`config.mk`:
```
export PLATFORM = sky130hd
export DESIGN_NAME = digit_serial_alu
export DESIGN_NICKNAME = d
export VERILOG_FILES = /design/src/rtl/dsalu_pkg.sv /design/src/rtl/digit_adder.sv /design/src/rtl/digit_serial_alu.sv
export SDC_FILE = /design/constraint.sdc
export NUM_CORES = 1
export LEC_CHECK = 0
export CORE_MARGIN = 1
export CORE_UTILIZATION = 24
export DETAILED_ROUTE_END_ITERATION = 7
export PLACE_DENSITY = 0.48
export SYNTH_ARGS = -nofsm -noshare
export SYNTH_HDL_FRONTEND = slang
export SYNTH_HIERARCHICAL = 1
export SYNTH_SLANG_ARGS = --single-unit
export TNS_END_PERCENT = 100
```
`constraint.sdc`:
```
create_clock -name clk -period 2.48 [get_ports clk]
set_input_delay 0.372 -clock clk [delete_from_list [all_inputs] [get_ports clk]]
set_output_delay 0.372 -clock clk [all_outputs]
set_load 0.05 [all_outputs]
```
`src/rtl/dsalu_pkg.sv`:
```
// Shared definitions for the digit-serial ALU: op encodings, FSM states, counter sizing.
package dsalu_pkg;

  localparam int unsigned OP_W = 3;

  localparam logic [OP_W-1:0] OP_ADD  = 3'b000;
  localparam logic [OP_W-1:0] OP_SUB  = 3'b001;
  localparam logic [OP_W-1:0] OP_XOR  = 3'b010;
  localparam logic [OP_W-1:0] OP_AND  = 3'b011;
  localparam logic [OP_W-1:0] OP_OR   = 3'b100;
  localparam logic [OP_W-1:0] OP_SLT  = 3'b101;
  localparam logic [OP_W-1:0] OP_SLTU = 3'b110;
  localparam logic [OP_W-1:0] OP_RSVD = 3'b111;

  typedef enum logic {S_IDLE, S_RUN} state_e;

  // Digit counter width; one spare bit so NDIG itself is representable.
  function automatic int unsigned cnt_width(input int unsigned ndig);
    return $clog2(ndig) + 1;
  endfunction

endpackage

```
`src/rtl/digit_adder.sv`:
```
// DIGIT_W-wide ripple adder; exposes the carry into the MSB for signed-overflow detection.
module digit_adder #(
  parameter int unsigned W = 1
) (
  input  logic [W-1:0] a,
  input  logic [W-1:0] b,
  input  logic         cin,
  output logic [W-1:0] sum,
  output logic         cout,
  output logic         cmsb
);

  logic [W:0] c;

  assign c[0] = cin;

  for (genvar i = 0; i < W; i++) begin : g_bit
    assign sum[i]  = a[i] ^ b[i] ^ c[i];
    assign c[i+1]  = (a[i] & b[i]) | (c[i] & (a[i] ^ b[i]));
  end

  assign cout = c[W];
  assign cmsb = c[W-1];

endmodule

```
`src/rtl/digit_serial_alu.sv`:
```
// Digit-serial ALU, LSB digit first, one digit per cycle with a registered result stream.
// Define DIGIT_SERIAL_ALU_OVF_EN to add the flag_v signed-overflow output.
module digit_serial_alu
  import dsalu_pkg::*;
#(
  parameter int unsigned XLEN    = 32,
  parameter int unsigned DIGIT_W = 1
) (
  input  logic               clk,
  input  logic               rst_n,
  input  logic               start,
  input  logic [OP_W-1:0]    op,
  input  logic [DIGIT_W-1:0] rs1_digit,
  input  logic [DIGIT_W-1:0] rs2_digit,
  output logic               busy,
  output logic               rd_valid,
  output logic [DIGIT_W-1:0] rd_digit,
  output logic               done,
  output logic               flag_c,
  output logic               flag_z,
`ifdef DIGIT_SERIAL_ALU_OVF_EN
  output logic               flag_v,
`endif
  output logic               flag_lt
);

  localparam int unsigned NDIG  = XLEN / DIGIT_W;
  localparam int unsigned CNT_W = cnt_width(NDIG);

  if ((XLEN % DIGIT_W) != 0) begin : g_bad_digit_w
    $error("digit_serial_alu: DIGIT_W must divide XLEN");
  end

  state_e            state_q, state_d;
  logic [CNT_W-1:0]  cnt_q, cnt_d;
  logic              carry_q, carry_d;
  logic              z_acc_q, z_acc_d;
  logic [OP_W-1:0]   op_q, op_d;

  logic               busy_d, rd_valid_d, done_d;
  logic [DIGIT_W-1:0] rd_digit_d;
  logic               flag_c_d, flag_z_d, flag_lt_d;
`ifdef DIGIT_SERIAL_ALU_OVF_EN
  logic               flag_v_d;
`endif

  logic               accept, consume, last, sub_like, ovf;
  logic [OP_W-1:0]    cur_op;
  logic [DIGIT_W-1:0] add_b, add_sum;
  logic               add_cin, add_cout, add_cmsb;

  // On the accept cycle the live op/seed are used since nothing is latched yet.
  assign accept   = (state_q == S_IDLE) && start;
  assign consume  = accept || (state_q == S_RUN);
  assign cur_op   = accept ? op : op_q;
  assign sub_like = (cur_op == OP_SUB) || (cur_op == OP_SLT) || (cur_op == OP_SLTU);
  assign add_b    = sub_like ? ~rs2_digit : rs2_digit;
  assign add_cin  = accept ? sub_like : carry_q;
  assign last     = accept ? (NDIG == 1) : (cnt_q == CNT_W'(NDIG - 1));
  assign ovf      = add_cmsb ^ add_cout;

  digit_adder #(.W(DIGIT_W)) u_adder (
    .a    (rs1_digit),
    .b    (add_b),
    .cin  (add_cin),
    .sum  (add_sum),
    .cout (add_cout),
    .cmsb (add_cmsb)
  );

  // Next-state, result digit and flag update.
  always_comb begin
    logic [DIGIT_W-1:0] res;
    logic               z_next;

    state_d    = state_q;
    cnt_d      = cnt_q;
    carry_d    = carry_q;
    z_acc_d    = z_acc_q;
    op_d       = op_q;
    busy_d     = 1'b0;
    rd_valid_d = 1'b0;
    rd_digit_d = '0;
    done_d     = 1'b0;
    flag_c_d   = flag_c;
    flag_z_d   = flag_z;
    flag_lt_d  = flag_lt;
`ifdef DIGIT_SERIAL_ALU_OVF_EN
    flag_v_d   = flag_v;
`endif

    case (cur_op)
      OP_ADD, OP_SUB: res = add_sum;
      OP_XOR:         res = rs1_digit ^ rs2_digit;
      OP_AND:         res = rs1_digit & rs2_digit;
      OP_OR:          res = rs1_digit | rs2_digit;
      default:        res = '0;
    endcase

    z_next = (accept ? 1'b1 : z_acc_q) & (res == '0);

    if (consume) begin
      state_d    = last ? S_IDLE : S_RUN;
      cnt_d      = last ? '0 : CNT_W'(cnt_q + CNT_W'(1));
      carry_d    = add_cout;
      z_acc_d    = z_next;
      op_d       = cur_op;
      busy_d     = 1'b1;
      rd_valid_d = 1'b1;
      rd_digit_d = res;
      done_d     = last;

      if (accept) begin
        flag_c_d  = 1'b0;
        flag_z_d  = 1'b0;
        flag_lt_d = 1'b0;
`ifdef DIGIT_SERIAL_ALU_OVF_EN
        flag_v_d  = 1'b0;
`endif
      end

      if (last) begin
        flag_c_d  = (cur_op == OP_ADD) || sub_like ? add_cout : 1'b0;
        flag_z_d  = (cur_op == OP_RSVD) ? 1'b0 : z_next;
        flag_lt_d = (cur_op == OP_SLT)  ? (add_sum[DIGIT_W-1] ^ ovf) :
                    (cur_op == OP_SLTU) ? ~add_cout : 1'b0;
`ifdef DIGIT_SERIAL_ALU_OVF_EN
        flag_v_d  = ((cur_op == OP_ADD) || (cur_op == OP_SUB)) ? ovf : 1'b0;
`endif
      end
    end
  end

  always_ff @(posedge clk) begin
    if (!rst_n) begin
      state_q  <= S_IDLE;
      cnt_q    <= '0;
      carry_q  <= 1'b0;
      z_acc_q  <= 1'b0;
      op_q     <= '0;
      busy     <= 1'b0;
      rd_valid <= 1'b0;
      rd_digit <= '0;
      done     <= 1'b0;
      flag_c   <= 1'b0;
      flag_z   <= 1'b0;
      flag_lt  <= 1'b0;
`ifdef DIGIT_SERIAL_ALU_OVF_EN
      flag_v   <= 1'b0;
`endif
    end else begin
      state_q  <= state_d;
      cnt_q    <= cnt_d;
      carry_q  <= carry_d;
      z_acc_q  <= z_acc_d;
      op_q     <= op_d;
      busy     <= busy_d;
      rd_valid <= rd_valid_d;
      rd_digit <= rd_digit_d;
      done     <= done_d;
      flag_c   <= flag_c_d;
      flag_z   <= flag_z_d;
      flag_lt  <= flag_lt_d;
`ifdef DIGIT_SERIAL_ALU_OVF_EN
      flag_v   <= flag_v_d;
`endif
    end
  end

endmodule

```
==> results.py <==
metrics = {
    "run_status": {
        "status": "complete, no violations",
    },
    "clock_network": {
        "clk_pin_slew_ps": 70,
        "cts_hold_buf": 0,
        "htreeDepth": 1,
        "cts_max_path_buffers": 2,
        "cts.sinks": 18,
        "cts_made_buffers": 3,
        "cts_tree": "built",
        "cts-root-buf": "clkbuf_8",
        "worstSkewPairLatency_ps": 250,
    },
    "power": {
        "p_int_w": 0.000551,
        "switching_share": 0.279,
        "pwr-share-comb": 0.267,
        "pwr_density_cell_nw_per_um2": 547,
        "irDropWorstVdd_v": 0.000156,
        "p_clk_frac": 0.318,
        "p_leak_nw": 0.596,
        "p_switching_w": 0.000213,
        "power_frac_seq": 0.416,
    },
    "global_route": {
        "grt_pass1_wl_mm": 3.77,
        "grt_max_degree": 19,
        "globalRouteOverflowTotal": 0,
        "grt_antenna_before_repair": 0,
        "grt_pass1_vias": 832,
        "grt_use_total": 0.115,
    },
    "synth": {
        "synth_top_flop_cell": "dfxtp_1",
        "synth_top_area_share": 0.352,
        "synth.net_count": 128,
        "synth_cell_types": 36,
        "synth_top_area_cell": "dfxtp_1",
        "syn_inst": 116,
        "seq_area_frac_synth": 0.352,
        "synth_edf_count": 0,
        "async_flop_share": 0,
        "ys_ff_latch": 18,
        "syn_area_um2": 1020,
        "yosys-top-cells-area": "dfxtp_1 (35%), mux2i_1 (7.8%), nand2_1 (5.5%)",
        "syn_area_per_cell_um2": 8.82,
        "synth_warnings": 6,
    },
    "worst_setup_path": {
        "arrival_ps": 2640,
        "crit_path_max_fanout": 4,
        "cp-start-kind": "flop",
        "crit_type": "flop to flop",
        "critPathCaptureType": "flop",
        "startpoint": "state_q$_SDFFE_PN0N_",
        "rr_endpoint": "flag_lt$_SDFFE_PN0P_",
        "reg2reg_depth": 10,
        "r2r_slack_ps": 30,
        "crit_required_ps": 2670,
        "timing.rr.start": "state_q$_SDFFE_PN0N_",
        "crit_end": "flag_lt$_SDFFE_PN0P_",
    },
    "detailed_routing": {
        "wirelength_mm": 2.29,
        "dr.pass1.iters": 4,
        "drt_iter0_drc": 37,
        "num_vias": 863,
        "routedWlPerCell_um": 11.8,
        "drc": 0,
        "final_antenna_net_count": 0,
        "drt-vias-per-instance": 4.43,
    },
    "die": {
        "start_util": 0.252,
        "die_w_um": 67.3,
        "core_um2": 4060,
        "dieArea_um2": 4530,
        "num_rows": 23,
        "die_height_um": 67.3,
        "pin_count": 15,
    },
    "final_layout": {
        "n_fill_cell": 410,
        "final_nets": 158,
        "n_antenna_cell": 0,
        "final_common_cell": "dfxtp_1",
        "regMostFlops": "cnt_q",
        "multi_input_area_um2": 634,
        "layout-drive-gt1-share": 0.221,
        "largest_reg_flops": 6,
        "seqCellArea_um2": 362,
        "final_cell_mix": "dfxtp_1 (17), buf_4 (16), nand2_1 (15), clkdlybuf4s50_1 (10), and2_1 (8)",
        "top_regs": "cnt_q: 6 flops, op_q: 3 flops",
        "areaGrowthSynthToFinish_pct": 36.6,
    },
    "placement": {
        "gp_congestion": 0.824,
        "io_buffers": 14,
        "dp_hpwl_mm": 1.74,
        "pre_cts_ws_ps": -611,
    },
    "run": {
        "drv_cap": 0,
    },
    "timing": {
        "drv_slew": 0,
        "final.setup.tns_ps": 0,
        "hold_viol": 0,
        "max_freq_mhz": 408,
        "setup_viol": 0,
        "worst_slew_pin_slew_ps": 597,
        "worst_slack_ps": 29.8,
        "fin_worst_skew_ps": 1.84,
        "rsz0062_at_grt": "true",
        "period_share": 0.988,
        "fin_crit_ps": 2450,
        "worst_slew_margin_rel": 0.599,
    },
    "min_path": {
        "hold_path_class": "flop to flop",
    },
}
-- worst max-delay path, cell delays in order, from the launching register on --
cell and delay, ps:
dfxtp_2 350, nor2b_4 130, mux2_4 320, mux2i_1 130, xnor2_1 150, fa_1 520
xnor2_1 160, or2_4 230, a311oi_2 230, a31oi_1 60, o21ai_1 110
-- synth_stat cells, drive strengths merged (2+ instances only) --
| master | n |
|---|---|
| dfxtp | 18 |
| nand2 | 15 |
| and2 | 8 |
| mux2i | 8 |
| nor2b | 6 |
| xnor2 | 6 |
| a21oi | 5 |
| buf | 5 |
| o21ai | 5 |
| inv | 4 |
| nand4 | 4 |
| and3 | 3 |
| ha | 3 |
| nand2b | 3 |
| nand3 | 3 |
| nor2 | 3 |
| or2 | 2 |
| xor2 | 2 |
-- how the worst min path moves through the flow --
| stage | cells after the start | from | end |
|---|---|---|---|
| after global placement | 2 | flag_z$_SDFFE_PN0P_ | flag_z$_SDFFE_PN0P_ |
| after detailed placement | 2 | flag_z$_SDFFE_PN0P_ | flag_z$_SDFFE_PN0P_ |
| after floorplan | 2 | z_acc_q$_SDFFE_PN0N_ | z_acc_q$_SDFFE_PN0N_ |
| after global routing | 2 | flag_z$_SDFFE_PN0P_ | flag_z$_SDFFE_PN0P_ |
| final | 2 | flag_z$_SDFFE_PN0P_ | flag_z$_SDFFE_PN0P_ |
| after CTS | 2 | flag_z$_SDFFE_PN0P_ | flag_z$_SDFFE_PN0P_ |
-- final cells by class --
| cell class | instances | share of cell area |
|---|---|---|
| multi-input combinational | 88 | 0.454 |
| inverter | 4 | 0.0107 |
| sequential | 18 | 0.259 |
| tap | 50 | 0.0448 |
| timing repair buffer | 31 | 0.192 |
| clock buffer | 4 | 0.0394 |
-- power by group through the flow --
stage | clock [W] | sequential (W) | combinational [W]
detailed placement | 0 | 0.000324 | 0.000194
finish | 0.000243 | 0.000318 | 0.000204
floorplan | 0 | 0.000332 | 0.000123
global route | 0.000265 | 0.000320 | 0.000226
global placement | 0 | 0.000323 | 0.000194
CTS | 0.000248 | 0.000318 | 0.000205
-- repair_timing --
item | in CTS | in global routing
pin swaps | 3 | 1
resized for setup | 13 | 0
buffers inserted | 2 | 0
endpoints found under the setup margin | 3 | 1
-- per-stage QoR --
stage | power (W) | hold slack (ps) | cell area, um2 | cells | util
floorplan | 0.000455 | 458 | 1030 | 116 | -
global placement | 0.000517 | 456 | 1300 | 189 | 0.320
detailed placement | 0.000518 | 465 | 1300 | 189 | 0.320
CTS | 0.000770 | 475 | 1400 | 195 | 0.344
global route | 0.000811 | 502 | 1400 | 195 | 0.344
finish | 0.000764 | 473 | 1400 | 195 | 0.344
-- cell families (layout without fill, tap and decap cells) --
kind of cell / after synthesis / after routing / synth area share
flip-flops: 18 / 18 / 0.352
AND/OR/NAND/NOR: 51 / 51 / 0.281
adder cells (fa/ha/maj): 4 / 4 / 0.0562
multiplexers: 9 / 9 / 0.0929
AO/OA/AOI/OAI: 16 / 16 / 0.0929
buffers and inverters: 10 / 39 / 0.0562
XOR/XNOR: 8 / 8 / 0.0685
-- metal layers --
layer / GRT usage / routed length [um] / up-vias
li1: - / - / 453
met1: 0.148 / 1150 / 395
met2: 0.180 / 1050 / 13
met3: 0.0304 / 63 / 2
met4: 0.0479 / 23 / 0
met5: 0 / 0 / -
Note: power is estimated with default switching activity, not from simulation.
